[src/rtl/fifo_pixel_unpacker.sv]
// fifo_pixel_unpacker: pops bytes from a FWFT FIFO and emits tagged pixel words on a valid/ready stream.
// Optional FIFO_UNPACK_STATS_EN adds ufl_cnt, a saturating count of cycles starved mid-pixel.
module fifo_pixel_unpacker #(
  parameter int DATA_WIDTH    = 8,
  parameter int BYTES_PER_PIX = 3,
  parameter int H_ACTIVE      = 1280,
  parameter int V_ACTIVE      = 720
) (
  input  logic                                rd_clk,
  input  logic                                rd_rst_n,
  input  logic                                sync_clr,
  input  logic                                rd_vld,
  input  logic [DATA_WIDTH-1:0]               rd_data,
  output logic                                rd_en,
  output logic                                pix_valid,
  input  logic                                pix_ready,
  output logic [DATA_WIDTH*BYTES_PER_PIX-1:0] pix_data,
  output logic                                pix_sol,
  output logic                                pix_eol,
  output logic                                pix_sof,
  output logic                                pix_eof
`ifdef FIFO_UNPACK_STATS_EN
  , output logic [15:0]                       ufl_cnt
`endif
);
  localparam int PW = DATA_WIDTH*BYTES_PER_PIX;
  localparam int AW = PW-DATA_WIDTH;
  localparam int BW = BYTES_PER_PIX > 2 ? $clog2(BYTES_PER_PIX) : 1;
  localparam int XW = H_ACTIVE > 2 ? $clog2(H_ACTIVE) : 1;
  localparam int YW = V_ACTIVE > 2 ? $clog2(V_ACTIVE) : 1;
  logic [BW-1:0] r_byte_cnt;
  logic [AW-1:0] r_asm;
  logic [PW-1:0] r_data, w_cat;
  logic [XW-1:0] r_x, w_xn, w_x;
  logic [YW-1:0] r_y, w_yn, w_y;
  logic          r_valid, r_sol, r_eol, r_sof, r_eof;
  logic          w_last, w_free, w_load, w_acc, w_xend;
  always_comb begin
    w_last = r_byte_cnt == BW'(BYTES_PER_PIX-1);
    w_free = !r_valid || pix_ready;
    rd_en  = rd_rst_n && rd_vld && !sync_clr && (!w_last || w_free);
    w_load = rd_en && w_last;
    w_acc  = r_valid && pix_ready;
    w_cat  = {r_asm, rd_data};
    w_xend = r_x == XW'(H_ACTIVE-1);
    w_xn   = w_xend ? '0 : r_x + XW'(1);
    w_yn   = !w_xend ? r_y : (r_y == YW'(V_ACTIVE-1)) ? '0 : r_y + YW'(1);
    // A pixel loading in the same cycle as an acceptance takes the position after the accepted one
    w_x    = w_acc ? w_xn : r_x;
    w_y    = w_acc ? w_yn : r_y;
  end
  always_ff @(posedge rd_clk or negedge rd_rst_n) begin
    if (!rd_rst_n) begin
      r_byte_cnt <= '0;
      r_asm      <= '0;
      r_data     <= '0;
      r_x        <= '0;
      r_y        <= '0;
      r_valid    <= 1'b0;
      r_sol      <= 1'b0;
      r_eol      <= 1'b0;
      r_sof      <= 1'b0;
      r_eof      <= 1'b0;
    end else if (sync_clr) begin
      r_byte_cnt <= '0;
      r_asm      <= '0;
      r_x        <= '0;
      r_y        <= '0;
      r_valid    <= 1'b0;
    end else begin
      if (rd_en) begin
        r_asm      <= w_cat[AW-1:0];
        r_byte_cnt <= w_last ? '0 : r_byte_cnt + BW'(1);
      end
      if (w_acc) begin
        r_x <= w_xn;
        r_y <= w_yn;
      end
      if (w_load) begin
        r_data <= w_cat;
        r_sol  <= w_x == '0;
        r_eol  <= w_x == XW'(H_ACTIVE-1);
        r_sof  <= w_x == '0 && w_y == '0;
        r_eof  <= w_x == XW'(H_ACTIVE-1) && w_y == YW'(V_ACTIVE-1);
      end
      r_valid <= w_load || (r_valid && !pix_ready);
    end
  end
`ifdef FIFO_UNPACK_STATS_EN
  logic [15:0] r_ufl;
  always_ff @(posedge rd_clk or negedge rd_rst_n) begin
    if (!rd_rst_n) r_ufl <= '0;
    else if (sync_clr) r_ufl <= '0;
    else if (r_byte_cnt != '0 && !rd_vld && r_ufl != 16'hFFFF) r_ufl <= r_ufl + 16'd1;
  end
  assign ufl_cnt = r_ufl;
`endif
  assign pix_valid = r_valid;
  assign pix_data  = r_data;
  assign pix_sol   = r_sol;
  assign pix_eol   = r_eol;
  assign pix_sof   = r_sof;
  assign pix_eof   = r_eof;
endmodule

[config.mk]
export PLATFORM = sky130hd
export DESIGN_NAME = fifo_pixel_unpacker
export DESIGN_NICKNAME = d
export VERILOG_FILES = /design/src/rtl/fifo_pixel_unpacker.sv
export SDC_FILE = /design/constraint.sdc
export NUM_CORES = 1
export LEC_CHECK = 0
export BUFFER_PORTS_ARGS = -buffer_cell sky130_fd_sc_hd__buf_4
export CAP_MARGIN = 20
export CORE_UTILIZATION = 30
export CTS_CLUSTER_SIZE = 10
export DETAILED_ROUTE_END_ITERATION = 10
export HOLD_SLACK_MARGIN = 0.05
export SYNTH_ARGS = -nofsm -noshare
export SYNTH_HDL_FRONTEND = slang
export SYNTH_SLANG_ARGS = --single-unit
[constraint.sdc]
create_clock -name rd_clk -period 2.89 [get_ports rd_clk]
set_input_delay 0.578 -clock rd_clk [delete_from_list [all_inputs] [get_ports rd_clk]]
set_output_delay 0.578 -clock rd_clk [all_outputs]
set_load 0.01 [all_outputs]
==> reports/qor.yml, run 1 <==
status:
  outcome: "completed"
timing:
  finalHoldWorstSlack_ns: 0.447
  post-route-worst-setup-slack_ns: 0.308
  slew_violations: 0
  maxSlewHeadroom_pct: 41.2
  max_clock_freq_ghz: 0.387
  setup-violations-final: 0
  actual_slew_at_the_worst_max_slew_pin_ns: 0.882
  setup_total_negative_slack_ns: 0
  unrepaired_setup_endpoints_after_global_routing: "no"
  final.period_utilization_pct: 89.4
  period_needed_ns: 2.58
  hold_viol_final: 0
  clock_skew_ns: 0.00494
synthesis:
  synth-edff-count: 0
  flip_flop_and_latch_count_after_synthesis: 68
  synth_cells: 382
  synth_warnings: 0
  yosysSeqAreaShare_pct: 49.4
  postSynthNetCount: 397
  ys_async_sr_fraction_pct: 100
  syn_avg_cell_area_um2: 9.02
  post_synth_num_cell_types: 56
  synthesis.area_um2: 3450
  ys_dominant_reg_cell: "dfrtp_1"
clocking:
  cts.sink_count: 68
  number_of_hold_buffers_added_after_cts: 0
  ctsHtreeMaxLevel: 3
  clock_tree.buffer_depth: 2
  post_cts_resize_count: 0
  worst_setup_hold_path_clk_slew_ns: 0.06
  tritoncts: "built"
  root_buffer: "clkbuf_16"
  insertion_delay_ns: 0.33
  cts_post_setup_buffers_inserted: 0
  cts_inserted_buffers: 9
global_routing:
  grt_max_degree: 70
  first_global_vias: 2690
  track_usage_pct: 14.8
  antenna_found_initial: 0
  grt_overflow_total: 0
  grt_first_pass_wirelength_um: 13500
route:
  via_count: 2881
  vias_per_cell: 5.06
  drc: 0
  totalWireLength_um: 8190
  route.antenna.remaining_nets: 0
  detailedRoute.firstIterationViolations: 212
  detail_route.wl_per_cell_um: 14.4
  drt_pre_antenna_iters: 4
placement:
  dpl.hpwl_um: 5490
  count_of_buffers_from_port_buffering: 42
  gp_weighted_congestion: 0.926
  place_ws_ns: 0.183
floorplanning:
  floorplan.die_area_um2: 11900
  dieWidth_um: 109
  row_count: 38
  initial_utilization_pct: 31.2
  die_y_um: 109
  pin_count: 43
  core_area_um2: 11000
critical_path:
  worstPathArrival_ns: 2.83
  critPathMaxStageDelay_ns: 0.68
  critical-path-slowest-cell: "or4_1"
  crit_buf_inv: 0
  crit_path_cell_trace: "ha_1 > nand2_1 > or4_1 > nor4b_1 > a2bb2oi_1 > nand4_1 > o31ai_2"
  worst-endpoint-required_ns: 3.14
  critical-path-top-delay-family: "simple AND/OR/NAND/NOR gates"
  endpoint_kind: "flip-flop"
  type_of_the_setup_path_with_the_least_slack: "reg -> reg"
  worstPathMaxFanout: 8
  critPathLaunchType: "flip-flop"
layout:
  mostFrequentLayoutCell: "nand2_1"
  layout_common_cells: "nand2_1, dfrtp_1, buf_4, nor2_1, nand2b_1"
  seq_area_um2: 1700
  fillerInstances: 1085
  final_core_utilization_pct: 38.3
  post_route_cells_drive_above_1_share_pct: 20.0
  diodes: 0
  layout-area-overhead-vs-synth_pct: 22.7
  multi_input_area_um2: 1640
  final_net_count: 440
run:
  drv_cap: 0
min_path:
  timing.hold.worst.class: "in -> reg"
pwr:
  power.leakage_nw: 1.94
  power_density_nw_per_um2: 518
  peakVddDrop_uv: 204
[synthesized netlist by cell type, drive strengths merged, types with 5 or more instances]
library cell | count | share of area [%]
nand2b | 21 | 3.8
nor3 | 11 | 1.6
buf | 6 | 1.0
nand4 | 7 | 1.7
a21oi | 8 | 1.2
o21ai | 21 | 3.2
xnor2 | 9 | 2.3
inv | 5 | 0.54
nor2 | 22 | 2.4
nor4 | 8 | 2.1
nand3 | 8 | 1.5
nand2 | 110 | 12
and3 | 5 | 0.91
clkbuf | 17 | 1.9
dfrtp | 68 | 49
[cell families (layout without fill, tap and decap cells)]
kind of cell             after synthesis  count (layout)  synth area share [%]
AO/OA/AOI/OAI                         59              59                  12.2
XOR/XNOR                               9               9                  2.29
adder cells (fa/ha/maj)                2               2                 0.726
buffers and inverters                 28              75                  3.49
flip-flops                            68              68                  49.4
multiplexers                           3               3                 0.908
AND/OR/NAND/NOR                      213             213                  31.0
[metrics by stage]
| step | power, W | std cells | area (um2) |
|---|---|---|---|
| detailed placement | 0.00115 | 554 | 3940 |
| finish | 0.00219 | 569 | 4230 |
| global route | 0.00228 | 569 | 4230 |
| floorplan | 0.00106 | 382 | 3450 |
| global placement | 0.00114 | 554 | 3940 |
| CTS | 0.00221 | 569 | 4230 |
[flip-flops by register name, summed over array words and instances (netlist names)]
signal / count
r_x: 11
pix_sol: 1
r_asm: 16
r_byte_cnt: 2
pix_sof: 1
r_y: 10
pix_eof: 1
pix_data: 24
pix_valid: 1
pix_eol: 1
[power breakdown]
group,internal [W],switching (W)
registers,0.000981,0.0000185
logic,0.0000539,0.0000726
clock network,0.000659,0.000403
[final timing paths]
path	depth (start not counted)	to	slack [ns]	from
max	7	pix_eof$_DFFE_PN0P_	0.31	r_x[0]$_DFF_PN0_
min	3	pix_data[0]$_DFFE_PN0P_	0.45	rd_data[0]
max reg2reg	7	pix_eof$_DFFE_PN0P_	0.31	r_x[0]$_DFF_PN0_
min reg2reg	2	pix_data[17]$_DFFE_PN0P_	0.47	r_asm[9]$_DFFE_PN0P_
max in group asynchronous	2	r_y[3]$_DFF_PN0_	1.84	rd_rst_n
min in group asynchronous	2	pix_data[0]$_DFFE_PN0P_	0.50	rd_rst_n
[area by class of cell]
class	count	area share (%)
tap	140	4.14
multi-input combinational	286	38.7
inverter	5	0.444
sequential	68	40.3
timing repair buffer	55	9.77
clock buffer	10	5.42
clock inverter	5	1.27
[worst register-to-register path, delay by kind of cell (launching register included)]
kind                       cells  cell delay, ns
DFF                            1            0.45
adders and majority gates      1            0.21
AOI/OAI and AO/OA              2            0.43
and+or+nand+nor                4            1.40
[per-layer routing]
| layer | share of wire [%] | track usage, % | vias to the layer above | wire (um) |
|---|---|---|---|---|
| met2 | 45 | 21.3 | 77 | 3720 |
| met4 | 3.0 | 8.57 | 0 | 246 |
| li1 | - | - | 1411 | - |
| met3 | 4.4 | 2.75 | 17 | 359 |
| met5 | 0 | 0 | - | 0 |
| met1 | 47 | 20.5 | 1376 | 3860 |
(Power assumes the default switching activity.)
==> inputs of run 2 (changes only) <==
Settings changed: CORE_ASPECT_RATIO set to 1.2.
==> reports/qor.yml, run 2 (synthesis gave the netlist of run 1 again) <==
timing:
  post-route-worst-setup-slack_ns: 0.221  # -0.0865 ns
  hold_viol_final: 0  # unchanged
  slew_violations: 0  # unchanged
  finalHoldWorstSlack_ns: 0.439  # -0.00804 ns
  maxSlewHeadroom_pct: 41.3  # +0.066 points
  max_clock_freq_ghz: 0.375  # -3.2%
  final.period_utilization_pct: 92.3  # +3.0 points
  period_needed_ns: 2.67  # +0.0865 ns
  clock_skew_ns: 0.00458  # -0.000360 ns
  setup-violations-final: 0  # unchanged
  unrepaired_setup_endpoints_after_global_routing: "no"
  actual_slew_at_the_worst_max_slew_pin_ns: 0.881  # -0.000992 ns
  setup_total_negative_slack_ns: 0  # unchanged
placement:
  dpl.hpwl_um: 5460  # -0.59%
  postPlaceCellArea_um2: 3950  # about the same
  gp_weighted_congestion: 0.846  # -8.6%
  place_ws_ns: 0.204  # +0.0206 ns
  count_of_buffers_from_port_buffering: 42  # unchanged
clocking:
  tritoncts: "built"
  cts_inserted_buffers: 9  # unchanged
  post_cts_resize_count: 0  # unchanged
  clock_tree.buffer_depth: 2  # unchanged
  cts_post_setup_buffers_inserted: 0  # unchanged
  cts.sink_count: 68  # unchanged
  insertion_delay_ns: 0.33  # about the same
  number_of_hold_buffers_added_after_cts: 0  # unchanged
  worst_setup_hold_path_clk_slew_ns: 0.06  # about the same
  ctsHtreeMaxLevel: 3  # unchanged
  root_buffer: "clkbuf_16"
floorplanning:
  dieWidth_um: 99.8  # -8.6%
  initial_utilization_pct: 31.1  # -0.16 points
  die_y_um: 119  # +9.4%
  floorplan.die_area_um2: 11900  # about the same
  core_area_um2: 11100  # +0.52%
  pin_count: 43  # unchanged
  row_count: 42  # +11%
critical_path:
  type_of_the_setup_path_with_the_least_slack: "reg -> reg"
  worst_r2r_startpoint: "r_y[0]$_DFF_PN0_"
  worstPathMaxFanout: 10  # +2
  worst_setup_path_endpoint: "pix_eof$_DFFE_PN0P_"
  timing.critical_path.from: "r_y[0]$_DFF_PN0_"
  crit-reg2reg-capture: "pix_eof$_DFFE_PN0P_"
  regToRegSetupSlack_ns: 0.22  # -0.09 ns
  critPathLaunchType: "flip-flop"
  timing.reg2reg.worst_path_depth: 7  # unchanged
  worst-endpoint-required_ns: 3.13  # about the same
  worstPathArrival_ns: 2.91  # +0.08 ns
  endpoint_kind: "flip-flop"
global_routing:
  grt_first_pass_wirelength_um: 14000  # +3.1%
  antenna_found_initial: 0  # unchanged
  track_usage_pct: 14.9  # +0.15 points
  grt_max_degree: 70  # unchanged
  grt_overflow_total: 0  # unchanged
  first_global_vias: 2881  # +7.1%
status:
  outcome: "completed"
route:
  detail_route.wl_per_cell_um: 14.1  # -1.9%
  vias_per_cell: 4.99  # -1.4%
  detailedRoute.firstIterationViolations: 139  # -34%
  drt_pre_antenna_iters: 4  # unchanged
  route.antenna.remaining_nets: 0  # unchanged
  drc: 0  # unchanged
  via_count: 2906  # +0.87%
  totalWireLength_um: 8220  # +0.35%
layout:
  finish.instance_area_um2: 4230  # unchanged
  layout-area-overhead-vs-synth_pct: 22.7  # unchanged
  mostFrequentLayoutCell: "nand2_1"
  post_route_cells_drive_above_1_share_pct: 19.9  # -0.19 points
  final_net_count: 438  # -0.45%
  layout_common_cells: "nand2_1, dfrtp_1, buf_4, nor2_1, nand2b_1"
  flip_flop_count_of_the_largest_register_all_copies_and_words_added: 24  # unchanged
  diodes: 0  # unchanged
min_path:
  timing.hold.worst.class: "in -> reg"
run:
  drv_cap: 0  # unchanged
pwr:
  power_density_nw_per_um2: 509  # -1.7%
  power.leakage_nw: 1.92  # -1.0%
  peakVddDrop_uv: 388  # +90%
## run 2: cell count changes in the layout (fill, tap and decap cells not counted)
cell / change
buf_4: -2
bufinv_16: -1
clkbuf_8: +1
clkinv_2: -2
clkinv_4: +1
clkinvlp_4: +2
## run 2: worst max-delay path, stage by stage (launching register included)
cell and delay (ns):
dfrtp_1 0.51, ha_1 0.34, nand3_2 0.17, nor4_1 0.51, nor4b_1 0.14, nor4_1 0.50
nand4_1 0.17, o31ai_2 0.23
## run 2: per-layer routing
| metal | share of wire [%] | track usage [%] | up-vias |
|---|---|---|---|
| met3 | 5.5 | 4.11 | 17 |
| met2 | 49 | 25.1 | 78 |
| met4 | 2.1 | 6.16 | 0 |
| met5 | 0 | 0 | - |
| li1 | - | - | 1393 |
| met1 | 44 | 17.7 | 1418 |
## run 2: report_power, final
group	switching, W	leakage, nW	total, W	internal, W
clock	0.000422	0.132	0.00103	0.000605
sequential	0.0000187	0.942	0.000999	0.000981
combinational	0.0000715	0.847	0.000125	0.0000537
total	0.000512	1.92	0.00215	0.00164
## run 2: layout make-up
type,instances,area (um2)
Clock inverter,5,37.5
Fill cell,1121,6860
Sequential cell,68,1700
Multi-Input combinational cell,286,1640
Inverter,5,18.8
Clock buffer,11,243
Timing Repair Buffer,53,398
Tap cell,154,193
## run 2: worst min path at each step
stage,slack (ns),cells past startpoint,from,end
floorplan,0.28,0,rd_rst_n,pix_data[0]$_DFFE_PN0P_
global placement,0.45,2,r_asm[13]$_DFFE_PN0P_,pix_data[21]$_DFFE_PN0P_
detailed placement,0.46,2,pix_data[12]$_DFFE_PN0P_,pix_data[12]$_DFFE_PN0P_
CTS,0.43,3,rd_data[6],pix_data[6]$_DFFE_PN0P_
global route,0.44,3,rd_data[6],pix_data[6]$_DFFE_PN0P_
finish,0.44,3,rd_data[0],pix_data[0]$_DFFE_PN0P_
## run 2: stage by stage
| stage | utilization [%] | std cells | power [W] |
|---|---|---|---|
| final | 38.1 | 582 | 0.00215 |
| after global routing | 38.1 | 582 | 0.00223 |
| after CTS | 38.1 | 582 | 0.00218 |
| after global placement | 35.6 | 566 | 0.00114 |
| after floorplan | - | 382 | 0.00106 |
| after detailed placement | 35.6 | 566 | 0.00114 |
==> inputs of run 3 (changes only) <==
Clock period 2.89 ns to 2.99 ns, I/O delays scaled along.
==> reports/qor.yml, run 3 (synthesis gave the netlist of run 1 again) <==
status:
  outcome: "completed"
pwr:
  power_density_nw_per_um2: 509  # about the same
  power.leakage_nw: 1.92  # +0.25%
  peakVddDrop_uv: 282  # -27%
layout:
  final_cell_count_no_fill: 581  # -0.17%
  final_net_count: 437  # -0.23%
  finish.instance_area_um2: 4240  # +0.33%
  flip_flop_count_of_the_largest_register_all_copies_and_words_added: 24  # unchanged
  final_core_utilization_pct: 38.2  # +0.12 points
  layout_common_cells: "nand2_1, dfrtp_1, buf_4, nor2_1, nand2b_1"
  fillerInstances: 1116  # -0.45%
  layout-area-overhead-vs-synth_pct: 23.1
  post_route_cells_drive_above_1_share_pct: 19.9  # +0.047 points
  diodes: 0  # unchanged
  mostFrequentLayoutCell: "nand2_1"
critical_path:
  crit_cells: 6  # -1
  worst_r2r_startpoint: "pix_valid$_DFF_PN0_"
  critical-path-top-delay-family: "simple AND/OR/NAND/NOR gates"
  worst_setup_path_endpoint: "pix_sof$_DFFE_PN0P_"
  critPathMaxStageDelay_ns: 0.53  # +0.02 ns
  critPathLaunchType: "flip-flop"
  type_of_the_setup_path_with_the_least_slack: "reg -> reg"
  crit-reg2reg-capture: "pix_sof$_DFFE_PN0P_"
  endpoint_kind: "flip-flop"
  crit_buf_inv: 0  # unchanged
  critical-path-slowest-cell: "or4_4"
  timing.reg2reg.worst_path_depth: 6  # -1
  worstPathMaxFanout: 13  # +3
  worst-endpoint-required_ns: 3.23  # +0.10 ns
  crit_path_cell_trace: "nand3_2 > nor3_1 > mux2_2 > o21a_1 > or4_4 > o31ai_1"
  regToRegSetupSlack_ns: 0.43  # +0.21 ns
  timing.critical_path.from: "pix_valid$_DFF_PN0_"
  worstPathArrival_ns: 2.80  # -0.11 ns
global_routing:
  grt_use_met2_pct: 25.3  # +0.13 points
  grt_overflow_total: 0  # unchanged
  use_met3_pct: 3.93  # -0.18 points
  antenna_found_initial: 0  # unchanged
  grt_max_degree: 70  # unchanged
  global_route.peak_usage_layer: "met2"
  grt_first_pass_wirelength_um: 14200  # +1.7%
  first_global_vias: 2889  # +0.28%
  grt.met1_usage_pct: 18.5  # +0.79 points
  track_usage_pct: 15.3  # +0.43 points
timing:
  setup-violations-final: 0  # unchanged
  slew_violations: 0  # unchanged
  actual_slew_at_the_worst_max_slew_pin_ns: 0.876  # -0.00482 ns
  unrepaired_setup_endpoints_after_global_routing: "no"
  period_needed_ns: 2.56  # -0.111 ns
  clock_skew_ns: 0.00733  # +0.00275 ns
  final.period_utilization_pct: 85.5  # -6.8 points
  finalHoldWorstSlack_ns: 0.459  # +0.0197 ns
  max_clock_freq_ghz: 0.391  # +4.3%
  hold_viol_final: 0  # unchanged
  setup_total_negative_slack_ns: 0  # unchanged
  maxSlewHeadroom_pct: 41.6  # +0.32 points
floorplanning:
  pin_count: 43  # unchanged
  core_area_um2: 11100  # unchanged
  row_count: 42  # unchanged
  die_y_um: 119  # unchanged
  dieWidth_um: 99.8  # unchanged
  initial_utilization_pct: 31.1  # unchanged
  floorplan.die_area_um2: 11900  # unchanged
min_path:
  timing.hold.worst.class: "in -> reg"
placement:
  gp_weighted_congestion: 0.814  # -3.8%
  dp_cells: 565  # -0.18%
  postPlaceCellArea_um2: 3940  # -0.19%
  dpl.hpwl_um: 5520  # +1.2%
  count_of_buffers_from_port_buffering: 42  # unchanged
clocking:
  tritoncts: "built"
  root_buffer: "clkbuf_16"
  post_cts_resize_count: 0  # unchanged
  cts_inserted_buffers: 9  # unchanged
  cts_post_setup_buffers_inserted: 0  # unchanged
  ctsHtreeMaxLevel: 3  # unchanged
  clock_tree.buffer_depth: 2  # unchanged
  number_of_hold_buffers_added_after_cts: 0  # unchanged
  worst_setup_hold_path_clk_slew_ns: 0.06  # about the same
  insertion_delay_ns: 0.34  # about the same
  cts.sink_count: 68  # unchanged
route:
  drc: 0  # unchanged
  detail_route.wl_per_cell_um: 14.2  # +0.76%
  totalWireLength_um: 8270  # +0.58%
  via_count: 2858  # -1.7%
  detailedRoute.firstIterationViolations: 257  # +85%
  vias_per_cell: 4.92  # -1.5%
  drt_pre_antenna_iters: 4  # unchanged
  route.antenna.remaining_nets: 0  # unchanged
run:
  drv_cap: 0  # unchanged
-- run 3: worst register-to-register path: cells and delay by family, from the launching register on --
family	cells	cell delay, ns
AOI/OAI and AO/OA	2	0.40
DFF	1	0.50
muxes	1	0.37
and+or+nand+nor	3	1.20
-- run 3: area by class of cell --
type                    instances  area [um2]  share of cell area, %
clock buffers                   9         225                   5.31
clock inverters                 7        76.3                   1.80
inverters                       5        18.8                  0.443
multi-input cells             286        1640                   38.6
flip-flops and latches         68        1700                   40.1
well taps                     154         193                   4.54
repair buffers                 52         390                   9.21
-- run 3: power breakdown --
group	internal (W)	total (W)	switching, W
combinational	0.0000518	0.000120	0.0000686
sequential	0.000948	0.000966	0.0000182
clock	0.000649	0.00107	0.000425
total	0.00165	0.00216	0.000512
-- run 3: routing by layer --
metal / share of wire (%) / vias to the layer above
met5: 0 / -
met4: 2.1 / 0
met3: 4.9 / 16
met2: 49 / 67
met1: 44 / 1373
li1: - / 1402
-- run 3: worst min-delay path by stage --
stage	slack [ns]	start	end	cells after the start
2_1_floorplan	0.30	rd_rst_n	pix_data[0]$_DFFE_PN0P_	0
3_3_place_gp	0.45	r_asm[13]$_DFFE_PN0P_	pix_data[21]$_DFFE_PN0P_	2
3_5_place_dp	0.46	r_asm[8]$_DFFE_PN0P_	pix_data[16]$_DFFE_PN0P_	2
4_1_cts	0.45	rd_data[0]	pix_data[0]$_DFFE_PN0P_	3
5_1_grt	0.46	rd_data[0]	pix_data[0]$_DFFE_PN0P_	3
6_report	0.46	rd_data[0]	pix_data[0]$_DFFE_PN0P_	3
-- run 3: stage by stage --
step | setup WS [ns] | power [W]
floorplan | 0.567 | 0.00103
global placement | 0.315 | 0.00111
detailed placement | 0.283 | 0.00111
CTS | 0.420 | 0.00219
global route | 0.212 | 0.00224
finish | 0.432 | 0.00216
